<file path="src/rtl/fifo_wr_arbiter.sv">
`default_nettype none
// ============================================================================
// Module   : fifo_wr_arbiter
// Purpose  : Round-robin burst arbiter sharing one FIFO write port, with
//            full-gated writes and sticky overflow / missing-ack flags.
// Revision : 1.0
// ============================================================================
module fifo_wr_arbiter #(
    parameter int NUM_REQ    = 4,
    parameter int DATA_WIDTH = 16,
    parameter int BURST_LEN  = 4
) (
    input  logic                            clk,
    input  logic                            rst_n,
    input  logic [NUM_REQ-1:0]              req_i,
    input  logic [NUM_REQ*DATA_WIDTH-1:0]   req_data_i,
    output logic [NUM_REQ-1:0]              gnt_o,
    output logic [NUM_REQ-1:0]              xfer_o,
    output logic                            fifo_wr_en_o,
    output logic [DATA_WIDTH-1:0]           fifo_data_in_o,
    input  logic                            fifo_full_i,
    input  logic                            fifo_almostfull_i,
    input  logic                            fifo_wr_ack_i,
    input  logic                            fifo_overflow_i,
    output logic                            err_overflow_o,
    output logic                            err_noack_o,
    output logic [$clog2(BURST_LEN+1)-1:0]  beat_cnt_o
);

    localparam int c_pw = $clog2(NUM_REQ);
    localparam int c_cw = $clog2(BURST_LEN + 1);

    localparam logic [0:0]      c_idle      = 1'b0;
    localparam logic [0:0]      c_burst     = 1'b1;
    localparam logic [c_cw-1:0] c_last_beat = c_cw'(BURST_LEN - 1);
    localparam logic [c_pw-1:0] c_last_idx  = c_pw'(NUM_REQ - 1);

    logic [0:0]         state_q, state_d;
    logic [NUM_REQ-1:0] gnt_q, gnt_d;
    logic [c_cw-1:0]    beat_cnt_q, beat_cnt_d;
    logic [c_pw-1:0]    rr_ptr_q, rr_ptr_d;
    logic               wr_en_q;
    logic               err_ov_q;
    logic               err_na_q;

    logic               w_active;
    logic               w_burst_end;
    logic [c_pw-1:0]    w_gidx;
    logic [c_pw-1:0]    w_ptr_next;

    // First requester at or after ptr, wrapping modulo NUM_REQ.
    function automatic logic [NUM_REQ-1:0] arbitrate(input logic [NUM_REQ-1:0] r,
                                                     input logic [c_pw-1:0]    ptr);
        logic [NUM_REQ-1:0] win;
        logic [c_pw:0]      sum;
        win = '0;
        for (int k = NUM_REQ - 1; k >= 0; k--) begin
            sum = {1'b0, ptr} + (c_pw+1)'(k);
            if (sum >= (c_pw+1)'(NUM_REQ)) begin
                sum = sum - (c_pw+1)'(NUM_REQ);
            end
            if (r[sum[c_pw-1:0]]) begin
                win = '0;
                win[sum[c_pw-1:0]] = 1'b1;
            end
        end
        return win;
    endfunction

    always_comb begin
        w_gidx = '0;
        for (int i = 0; i < NUM_REQ; i++) begin
            if (gnt_q[i]) begin
                w_gidx = c_pw'(i);
            end
        end
    end

    assign w_ptr_next = (w_gidx == c_last_idx) ? '0 : w_gidx + 1'b1;

    // State register
    always_ff @(posedge clk or negedge rst_n) begin
        if (!rst_n) begin
            state_q    <= c_idle;
            gnt_q      <= '0;
            beat_cnt_q <= '0;
            rr_ptr_q   <= '0;
            wr_en_q    <= 1'b0;
            err_ov_q   <= 1'b0;
            err_na_q   <= 1'b0;
        end else begin
            state_q    <= state_d;
            gnt_q      <= gnt_d;
            beat_cnt_q <= beat_cnt_d;
            rr_ptr_q   <= rr_ptr_d;
            wr_en_q    <= fifo_wr_en_o;
            err_ov_q   <= err_ov_q | fifo_overflow_i;
            err_na_q   <= err_na_q | (wr_en_q & ~fifo_wr_ack_i);
        end
    end

    // Next-state logic
    always_comb begin
        state_d     = state_q;
        gnt_d       = gnt_q;
        beat_cnt_d  = beat_cnt_q;
        rr_ptr_d    = rr_ptr_q;
        w_burst_end = 1'b0;
        case (state_q)
            c_idle: begin
                if (|req_i) begin
                    gnt_d      = arbitrate(req_i, rr_ptr_q);
                    state_d    = c_burst;
                    beat_cnt_d = '0;
                end
            end
            c_burst: begin
                w_burst_end = (fifo_wr_en_o && ((beat_cnt_q == c_last_beat) || fifo_almostfull_i))
                              || !w_active;
                if (w_burst_end) begin
                    // Re-arbitrate on the same edge so back-to-back bursts have no bubble.
                    rr_ptr_d   = w_ptr_next;
                    gnt_d      = arbitrate(req_i, w_ptr_next);
                    state_d    = (|gnt_d) ? c_burst : c_idle;
                    beat_cnt_d = '0;
                end else if (fifo_wr_en_o) begin
                    beat_cnt_d = beat_cnt_q + 1'b1;
                end
            end
            default: begin
                state_d = c_idle;
                gnt_d   = '0;
            end
        endcase
    end

    // Output logic
    assign w_active = |(gnt_q & req_i);

    always_comb begin
        fifo_wr_en_o   = w_active & ~fifo_full_i;
        xfer_o         = gnt_q & req_i & {NUM_REQ{fifo_wr_en_o}};
        fifo_data_in_o = '0;
        for (int i = 0; i < NUM_REQ; i++) begin
            if (gnt_q[i]) begin
                fifo_data_in_o = req_data_i[i*DATA_WIDTH +: DATA_WIDTH];
            end
        end
    end

    assign gnt_o          = gnt_q;
    assign beat_cnt_o     = beat_cnt_q;
    assign err_overflow_o = err_ov_q;
    assign err_noack_o    = err_na_q;

endmodule
`default_nettype wire
</file>
<file path="config.mk">
export PLATFORM = sky130hd
export DESIGN_NAME = fifo_wr_arbiter
export DESIGN_NICKNAME = d
export VERILOG_FILES = /design/src/rtl/fifo_wr_arbiter.sv
export SDC_FILE = /design/constraint.sdc
export NUM_CORES = 1
export LEC_CHECK = 0
export ABC_AREA = 0
export CAP_MARGIN = 20
export CORE_MARGIN = 4
export CORE_UTILIZATION = 35
export DETAILED_ROUTE_END_ITERATION = 8
export MAX_ROUTING_LAYER = met4
export PLACE_DENSITY = 0.8
export SLEW_MARGIN = 20
export SYNTH_ARGS = -nofsm -noshare
export SYNTH_HDL_FRONTEND = slang
export SYNTH_SLANG_ARGS = --single-unit
export TNS_END_PERCENT = 30
</file>
<file path="constraint.sdc">
create_clock -name clk -period 4.28 [get_ports clk]
set_input_delay 1.284 -clock clk [delete_from_list [all_inputs] [get_ports clk]]
set_output_delay 1.284 -clock clk [all_outputs]
set_load 0.01 [all_outputs]
</file>
Word-level counts from Yosys, hierarchy flattened
Index checks and enable logic that the tools add are counted.
{"block": "totals", "inputBits": 74, "regBits": 13, "elab_cells": 164}
{"block": "op_classes", "order_cmp": 24, "n_mux": 85, "reduce_logical": 18, "n_addsub": 16, "eq_ne": 5, "n_bitwise": 9}
{"cell": "16-bit 2-to-1 mux", "n": 4}
{"cell": "2-bit 2-to-1 mux", "n": 27}
{"cell": "4-bit 2-to-1 mux", "n": 12}
{"cell": "2-bit by 3-bit less-than comparator with 1-bit output, second input constant", "n": 8}
{"cell": "1-bit 2-to-1 mux", "n": 20}
{"cell": "3-bit greater-or-equal comparator, second input constant", "n": 6}
{"cell": "1-bit binary-select mux with 2-bit select", "n": 8}
{"cell": "1-bit demux with 2-bit select", "n": 8}
{"cell": "2-bit by 1-bit greater-or-equal comparator with 1-bit output, second input constant", "n": 8}
{"cell": "2-bit by 1-bit subtractor with 2-bit output, second input constant", "n": 8}
{"cell": "2-bit by 2-bit adder with 3-bit output, second input constant", "n": 4}
{"cell": "4-bit OR reduction", "n": 3}
{"cell": "1-bit logical AND", "n": 9}
{"cell": "3-bit 2-to-1 mux", "n": 3}
{"cell": "4-bit AND", "n": 2}
{"cell": "4-bit case mux with 2 select lines", "n": 1}
{"cell": "2-bit by 1-bit adder with 3-bit output, second input constant", "n": 2}
{"cell": "2-bit by 3-bit greater-or-equal comparator with 1-bit output, second input constant", "n": 2}
{"cell": "3-bit case mux with 2 select lines", "n": 1}
{"cell": "2-bit AND reduction", "n": 3}
{"cell": "3-bit by 1-bit adder with 3-bit output, second input constant", "n": 1}
{"cell": "3-bit by 2-bit equality test with 1-bit output, second input constant", "n": 1}
{"cell": "3-bit by 2-bit inequality test with 1-bit output, second input constant", "n": 1}
{"cell": "1-bit NOT", "n": 3}
{"cell": "9 further kinds", "n": 12}

Longest topological paths before layout
Gate-level depths: netlist of run 1.
{"block": "depth", "ltp_word": 24, "depth_mapped": 12}

Least setup slack after synthesis of run 1
No wires, ideal clock.
{"block": "synth_timing", "path_kind": "register to register", "start": "register gnt_q[3] (netlist: gnt_o[3])", "end": "register state_q", "slack_ns": 0.938, "period_less_slack_ns": 3.342, "stages_incl_launch_ff": 12, "t_arrival_ns": 3.213, "setup_ns": 0.128, "required_ns": 4.152, "path_cell_list": "dfrtp_1 -> buf_2 -> clkbuf_1 -> nor2_1 -> inv_1 -> ha_1 -> nor3_4 -> mux4_2 -> mux2_1 -> a211o_1 -> nor4_1 -> a21oi_1"}
{"block": "synth_between", "elab_chain_len": 22}
{"item": "start, declared", "line_no": "39", "rtl": "logic [NUM_REQ-1:0] gnt_q, gnt_d;"}
{"item": "start signal, assigned", "line_no": "93", "rtl": "gnt_q <= gnt_d;"}
{"item": "2-bit 2-to-1 mux", "line_no": "73", "rtl": "if (gnt_q[i]) begin"}
{"item": "2-bit by 1-bit adder with 2-bit output or 2-bit equality test (tied branches)", "line_no": "79", "rtl": "assign w_ptr_next = (w_gidx == c_last_idx) ? '0 : w_gidx + 1'b1;"}
{"item": "2-bit 2-to-1 mux", "line_no": "79"}
{"item": "2-bit by 2-bit adder with 3-bit output", "line_no": "58", "rtl": "sum = {1'b0, ptr} + (c_pw+1)'(k);"}
{"item": "3-bit greater-or-equal comparator or 2-bit by 1-bit subtractor with 2-bit output (tied branches)", "line_no": "59, 60"}
{"item": "2-bit 2-to-1 mux", "line_no": "59", "rtl": "if (sum >= (c_pw+1)'(NUM_REQ)) begin"}
{"item": "2-bit 2-to-1 mux", "line_no": "120", "rtl": "if (w_burst_end) begin"}
{"item": "2-bit 2-to-1 mux", "line_no": "109", "rtl": "case (state_q)"}
{"item": "[4 not listed]"}
{"item": "4-bit 2-to-1 mux (4 in series)", "line_no": "62", "rtl": "if (r[sum[c_pw-1:0]]) begin"}
{"item": "4-bit 2-to-1 mux", "line_no": "120"}
{"item": "4-bit 2-to-1 mux", "line_no": "109"}
{"item": "4-bit OR reduction", "line_no": "124", "rtl": "state_d = (|gnt_d) ? c_burst : c_idle;"}
{"item": "1-bit 2-to-1 mux", "line_no": "124"}
{"item": "1-bit 2-to-1 mux *", "line_no": "120"}
{"item": "1-bit case mux with 2 select lines *", "line_no": "109"}
{"item": "net state_d", "line_no": "38", "rtl": "logic [0:0] state_q, state_d;"}
{"item": "end signal, assigned", "line_no": "84", "rtl": "state_q <= c_idle;"}
{"item": "end signal, assigned", "line_no": "92", "rtl": "state_q <= state_d;"}
{"item": "end, declared", "line_no": "38"}
Mark *: on every way through the listed nets, which the timed path passes. The rest lies on a longest branch. The select of a mux whose other input is x is not followed.
A chain may end at the register's enable or synchronous reset.

Worst setup path after layout of run 1
{"block": "layout_timing", "start": "input req_i[1]", "end": "output fifo_wr_en_o"}
{"block": "layout_between", "elab_chain_len": 3}
{"item": "start, declared", "line_no": "15", "rtl": "input logic [NUM_REQ-1:0] req_i,"}
{"item": "4-bit AND", "line_no": "138", "rtl": "assign w_active = |(gnt_q & req_i);"}
{"item": "4-bit OR reduction", "line_no": "138"}
{"item": "1-bit AND", "line_no": "141", "rtl": "fifo_wr_en_o = w_active & ~fifo_full_i;"}
{"item": "end, declared", "line_no": "19", "rtl": "output logic fifo_wr_en_o,"}
No other way between the ends.

==> results by group, run 1 <==
Final layout
  – Final core utilization: 58.87%
  – Layout cell share with drive strength beyond 1: 7.977%
  – Antenna fix cells: 0
  – Nets@finish: 441
  – Area grow syn2layout: 63.36%

Clock network
  – CTS Buffer Depth: 2
  – CTS Hold Buffers Added: 0
  – CTS Buf Count: 3
  – Root buf cell: clkbuf_8
  – Sink Count: 13
  – Setup bufs post-CTS: 0
  – Post_cts resized: 0
  – Worst-path clk slew: 50 ps
  – H-tree Lvls: 1
  – Clk_lat worst skew: 250 ps
  – CTS tree: done

STA
  – Min Hold Slack: 447.3 ps
  – Count of final setup violators: 0
  – Setup TNS: 0 ps
  – Fin. Hold Viols: 0
  – Final Cycle Share: 96.74%
  – Final WS setup: 139.6 ps
  – Pins over their slew limit: 0
  – Skew final: 2.362 ps
  – Worst-margin pin slew: 547.2 ps
  – RSZ-0062 raised after global routing: no
  – Max Clk Rate: 0.2415 GHz
  – Tmin final: 4140 ps
  – Max-slew headroom: 62.47%

Worst setup path
  – CP max-delay cell: clkdlybuf4s50_1
  – Most common cell on crit path: clkdlybuf4s50_1
  – CP Launch Type: primary input
  – Crit path DAT: 2860 ps
  – Crit-path max cell delay: 570 ps
  – Worst Path Required: 3000 ps
  – Crit path capture type: output pin
  – Crit-path max FO: 3
  – Crit-path cells: clkdlybuf4s50_1, nand2_1, nand4_1, nor2b_1, clkdlybuf4s50_1
  – Top delay family on crit path: buffers and inverters
  – Crit path kind: in -> out
  – Buffer and inverter count on the worst path: 2

Place
  – Hpwl dp: 4.897 mm
  – Final Wtd Congestion: 0.8192
  – Place WS: 110.5 ps
  – # port buffers: 103

Pwr
  – PwrDens: 620.8 mW/mm^2
  – Sw frac: 47.91%
  – Internal power: 0.0009722 W
  – Clock share of power: 5.9%
  – Maximum vdd drop: 366.1 uV
  – Combinational Power Share: 81.6%
  – Flop pwr share: 12.4%
  – Sw Pwr: 0.0008941 W
  – Leakage: 1.199 nW

Synth
  – Commonest cells post-synth: 34 x nand2_1, 29 x nor2_1, 27 x o21ai_0, 24 x a21oi_1, 20 x a22oi_1
  – Synthesized Nets: 341
  – Synthesized cell area: 0.001841 mm^2
  – Area contributors post-synth: dfrtp_1 18%, ha_1 10%, mux4_2 8.6%, a22oi_1 8.2%, o21ai_0 7.3%
  – Synth area leader: dfrtp_1
  – Count leader, synth: nand2_1
  – Dominant synthesized flop cell: dfrtp_1
  – Top cell type's share of synthesized area: 17.68%
  – Cell count after synthesis: 252
  – Yosys warnings: 0
  – FF+latch count, synth: 13
  – Distinct cells, synth: 41
  – Mean area per synthesized cell: 7.304 um^2
  – Number of synthesized flops with an enable pin: 0
  – Sequential element share of the synthesized area: 17.68%
  – Async SR Flop Fraction: 100.0%

Die
  – Vert. Die Dim: 80.52 um
  – Die Span X: 80.52 um
  – Core box area: 0.005107 mm^2
  – Initial Util: 36.04%
  – Std cell rows: 26
  – Die ar.: 0.006483 mm^2
  – IO Count: 104

Drt
  – Vias per inst: 5.276
  – Antenna-violating nets left: 0
  – DRC Markers: 0
  – Via count: 2221
  – Detailed Routing Iterations Pass 1: 4
  – WL final: 6.148 mm
  – WL/cell: 14.60 um
  – Drt first-iter violations: 66

Flow run
  – Max-cap violation count: 0

GRT
  – First-pass GRT wire length: 9.687 mm
  – Vias in the first global route: 2097
  – Largest net degree at the start of global routing: 34
  – Grt ovf: 0
  – Total Routing Usage GR: 18.98%
  – Initial antenna violation count: 0

Status
  – Outcome: completed

Hold path
  – HP Class: reg -> reg
-- worst paths after layout --
kind / start / endpoint / slack [ps] / cells after the start
setup / recovery: req_i[1] / fifo_wr_en_o / 140 / 5
hold / removal: wr_en_q / err_noack_o / 450 / 1
setup reg to reg: gnt_o[2] / state_q / 810 / 11
hold reg to reg: wr_en_q / err_noack_o / 450 / 1
max in group asynchronous: rst_n / beat_cnt_o[0] / 2520 / 1
min in group asynchronous: rst_n / beat_cnt_o[2] / 1400 / 1
-- stage by stage --
step | instances | power, W | instance area, um^2
after floorplan | 252 | 0.001235 | 1841
after global placement | 417 | 0.001715 | 2960
after detailed placement | 417 | 0.001754 | 2960
after CTS | 421 | 0.001865 | 3007
after global routing | 421 | 0.002046 | 3007
final | 421 | 0.001866 | 3007
-- placed cells by master, fill, tap and decap left out, types with 4 or more instances in the layout --
cell and instances:
dfrtp_1 13, nor2_1 29, a211oi_1 5, clkdlybuf4s50_1 103
nor2b_1 7, o22ai_1 4, ha_1 15, o21ai_0 27
buf_4 9, inv_1 13, a21oi_1 24, nand2_1 34
mux4_2 7, a22oi_1 20
-- registers in the layout (all words and copies together), names as in the netlist --
register and flops:
beat_cnt_o 3, err_overflow_o 1, state_q 1, gnt_o 4, wr_en_q 1, err_noack_o 1, rr_ptr_q 2
-- area by class of cell --
cell class                      count  area (um^2)
Tap cell                           70        87.58
Fill cell                         464         2101
Timing Repair Buffer              112         1099
Clock buffer                        3        41.29
Inverter                           13        48.80
Clock inverter                      1        5.005
Sequential cell                    13        325.3
Multi-Input combinational cell    209         1400
-- routing by layer --
| layer | wire, um | track usage, % | share of wire [%] | vias to the layer above |
|---|---|---|---|---|
| met3 | 691 | 5.045 | 11 | 7 |
| met5 | 0 | - | 0 | - |
| li1 | - | - | - | 1110 |
| met2 | 3047 | 35.26 | 50 | 92 |
| met4 | 45 | 2.872 | 0.73 | 0 |
| met1 | 2364 | 20.53 | 38 | 1012 |
-- logic make-up after synthesis --
kind of cell               after synthesis  share of synthesized area [%]
adders and majority gates               15                          10.20
AOI/OAI and AO/OA                       91                          30.18
DFF                                     13                          17.67
buffers and inverters                   30                          6.255
and+or+nand+nor                         90                          23.66
muxes                                   13                          12.03
-- power groups by stage --
stage                     sequential, W  combinational [W]  clock (W)
after floorplan                0.000211            0.00102          0
after global routing           0.000244            0.00168   0.000119
final                          0.000232            0.00152   0.000110
after CTS                      0.000234            0.00152   0.000111
after detailed placement       0.000236            0.00152          0
after global placement         0.000235            0.00148          0
No activity file was read; power rests on OpenSTA's default activity.
==> run 2: changes to the inputs <==
Settings changed: PLACE_DENSITY 0.8 to 0.81.
==> results by group, run 2 (synthesis gave the netlist of run 1 again) <==
Status
  – Outcome: completed

Die
  – IO Count: 104 (unchanged)
  – Core box area: 0.005107 mm^2 (unchanged)
  – Die Span X: 80.52 um (unchanged)
  – Initial Util: 36.04% (unchanged)
  – Vert. Die Dim: 80.52 um (unchanged)
  – Std cell rows: 26 (unchanged)
  – Die ar.: 0.006483 mm^2 (unchanged)

Clock network
  – H-tree Lvls: 1 (unchanged)
  – Sink Count: 13 (unchanged)
  – Clk_lat worst skew: 240 ps (about the same)
  – CTS Buffer Depth: 2 (unchanged)
  – Post_cts resized: 0 (unchanged)
  – CTS Buf Count: 3 (unchanged)
  – Worst-path clk slew: 50 ps (about the same)
  – CTS Hold Buffers Added: 0 (unchanged)
  – CTS tree: done
  – Setup bufs post-CTS: 0 (unchanged)
  – Root buf cell: clkbuf_8

Pwr
  – Maximum vdd drop: 382.6 uV (+4.5%)
  – PwrDens: 620.4 mW/mm^2 (about the same)
  – Leakage: 1.201 nW (+0.21%)
  – Sw Pwr: 0.0008936 W (about the same)
  – Combinational Power Share: 81.2% (-0.4 points)
  – Clock share of power: 5.7% (-0.2 points)
  – Sw frac: 47.81% (-0.10 points)
  – Flop pwr share: 13.0% (+0.6 points)
  – Internal power: 0.0009756 W (+0.35%)

Final layout
  – Antenna fix cells: 0 (unchanged)
  – Max reg flops: 4 (unchanged)
  – Number of fill cells: 469 (+1.1%)
  – Layout cell share with drive strength beyond 1: 7.955% (-0.023 points)
  – Post-route cell area: 0.003013 mm^2 (+0.21%)
  – Area grow syn2layout: 63.70%
  – Final Non-Filler Cells: 422 (+0.24%)
  – Most frequent cells in the layout: 103 x clkdlybuf4s50_1, 34 x nand2_1, 29 x nor2_1
  – Commonest non-fill, non-tap cell in the layout: clkdlybuf4s50_1
  – Nets@finish: 442 (+0.23%)

STA
  – RSZ-0062 raised after global routing: no
  – Max-slew headroom: 60.44% (-2.0 points)
  – Count of final setup violators: 0 (unchanged)
  – Tmin final: 4150 ps (+9.895 ps)
  – Worst-margin pin slew: 576.9 ps (+29.70 ps)
  – Skew final: 0.9626 ps (-1.400 ps)
  – Setup TNS: 0 ps (unchanged)
  – Max Clk Rate: 0.2409 GHz (-0.24%)
  – Pins over their slew limit: 0 (unchanged)
  – Final Cycle Share: 96.97% (+0.23 points)
  – Fin. Hold Viols: 0 (unchanged)

GRT
  – Vias in the first global route: 2191 (+4.5%)
  – Grt ovf: 0 (unchanged)
  – First-pass GRT wire length: 10.09 mm (+4.2%)
  – Largest net degree at the start of global routing: 31 (-8.8%)
  – Total Routing Usage GR: 19.56% (+0.58 points)
  – Initial antenna violation count: 0 (unchanged)

Place
  – Final Wtd Congestion: 0.8805 (+7.5%)
  – Hpwl dp: 5.134 mm (+4.8%)
  – # port buffers: 103 (unchanged)
  – Placed instance area: 0.002968 mm^2 (+0.25%)
  – DP Cell Count: 418 (+0.24%)

Worst setup path
  – Top delay family on crit path: buffers and inverters
  – Number of cells on the critical path: 5 (unchanged)
  – Crit-path cells: clkdlybuf4s50_1, nand2_1, nand4_1, nor2b_1, clkdlybuf4s50_1
  – Crit path kind: in -> out
  – CP Launch Type: primary input
  – CP max-delay cell: clkdlybuf4s50_1
  – Worst Path Required: 3000 ps (about the same)
  – Crit-path max FO: 3 (unchanged)
  – Buffer and inverter count on the worst path: 2 (unchanged)
  – Crit path DAT: 2870 ps (about the same)
  – Most common cell on crit path: clkdlybuf4s50_1
  – R2R cell count: 10 (-1)
  – Crit-path max cell delay: 580 ps (about the same)
  – Crit path capture type: output pin

Drt
  – DRC Markers: 0 (unchanged)
  – WL/cell: 14.79 um (+1.3%)
  – Vias per inst: 5.296 (+0.39%)
  – WL final: 6.242 mm (+1.5%)
  – Detailed Routing Iterations Pass 1: 4 (unchanged)
  – Via count: 2235 (+0.63%)
  – Antenna-violating nets left: 0 (unchanged)
  – Drt first-iter violations: 73 (+11%)

Hold path
  – HP Class: reg -> reg
  – Hold Path Depth: 1 (unchanged)

Flow run
  – Max-cap violation count: 0 (unchanged)
## run 2: worst paths after layout
| check | from | end | slack [ps] |
|---|---|---|---|
| max | req_i[1] | fifo_wr_en_o | 130 |
| min in group asynchronous | rst_n | wr_en_q | 1410 |
| min | wr_en_q | err_noack_o | 450 |
| max in group asynchronous | rst_n | beat_cnt_o[1] | 2490 |
| min reg2reg | wr_en_q | err_noack_o | 450 |
| max reg2reg | gnt_o[2] | state_q | 650 |
## run 2: power by group through the flow
stage,logic (W),registers (W),clock network (W)
2_1_floorplan,0.00102,0.000211,0
3_3_place_gp,0.00148,0.000244,0
3_5_place_dp,0.00152,0.000248,0
4_1_cts,0.00152,0.000246,0.000110
5_1_grt,0.00170,0.000253,0.000115
6_report,0.00152,0.000244,0.000107
## run 2: per-layer routing
layer / vias up / global-route usage, % / wire length, um
li1: 1116 / - / -
met1: 1014 / 22.67 / 2393
met2: 100 / 35.10 / 3046
met3: 5 / 3.812 / 749
met4: 0 / 3.885 / 53
met5: - / - / 0
## run 2: per-stage QoR
stage	setup WS, ps	util (%)	hold WS [ps]	total power, W
global route	72.61	58.99	467.3	0.002068
finish	129.7	58.99	446.5	0.001869
detailed placement	119.7	58.11	439.7	0.001767
floorplan	938.5	-	425.7	0.001235
global placement	135.9	58.11	430.5	0.001721
CTS	120.2	58.99	451.7	0.001877
## run 2: layout make-up
cell class / count / area, um^2 / area share (%)
multi-input combinational: 209 / 1400 / 46.47
clock buffer: 4 / 45.04 / 1.495
tap: 70 / 87.58 / 2.907
inverter: 13 / 48.80 / 1.620
sequential: 13 / 325.3 / 10.80
timing repair buffer: 113 / 1106 / 36.71
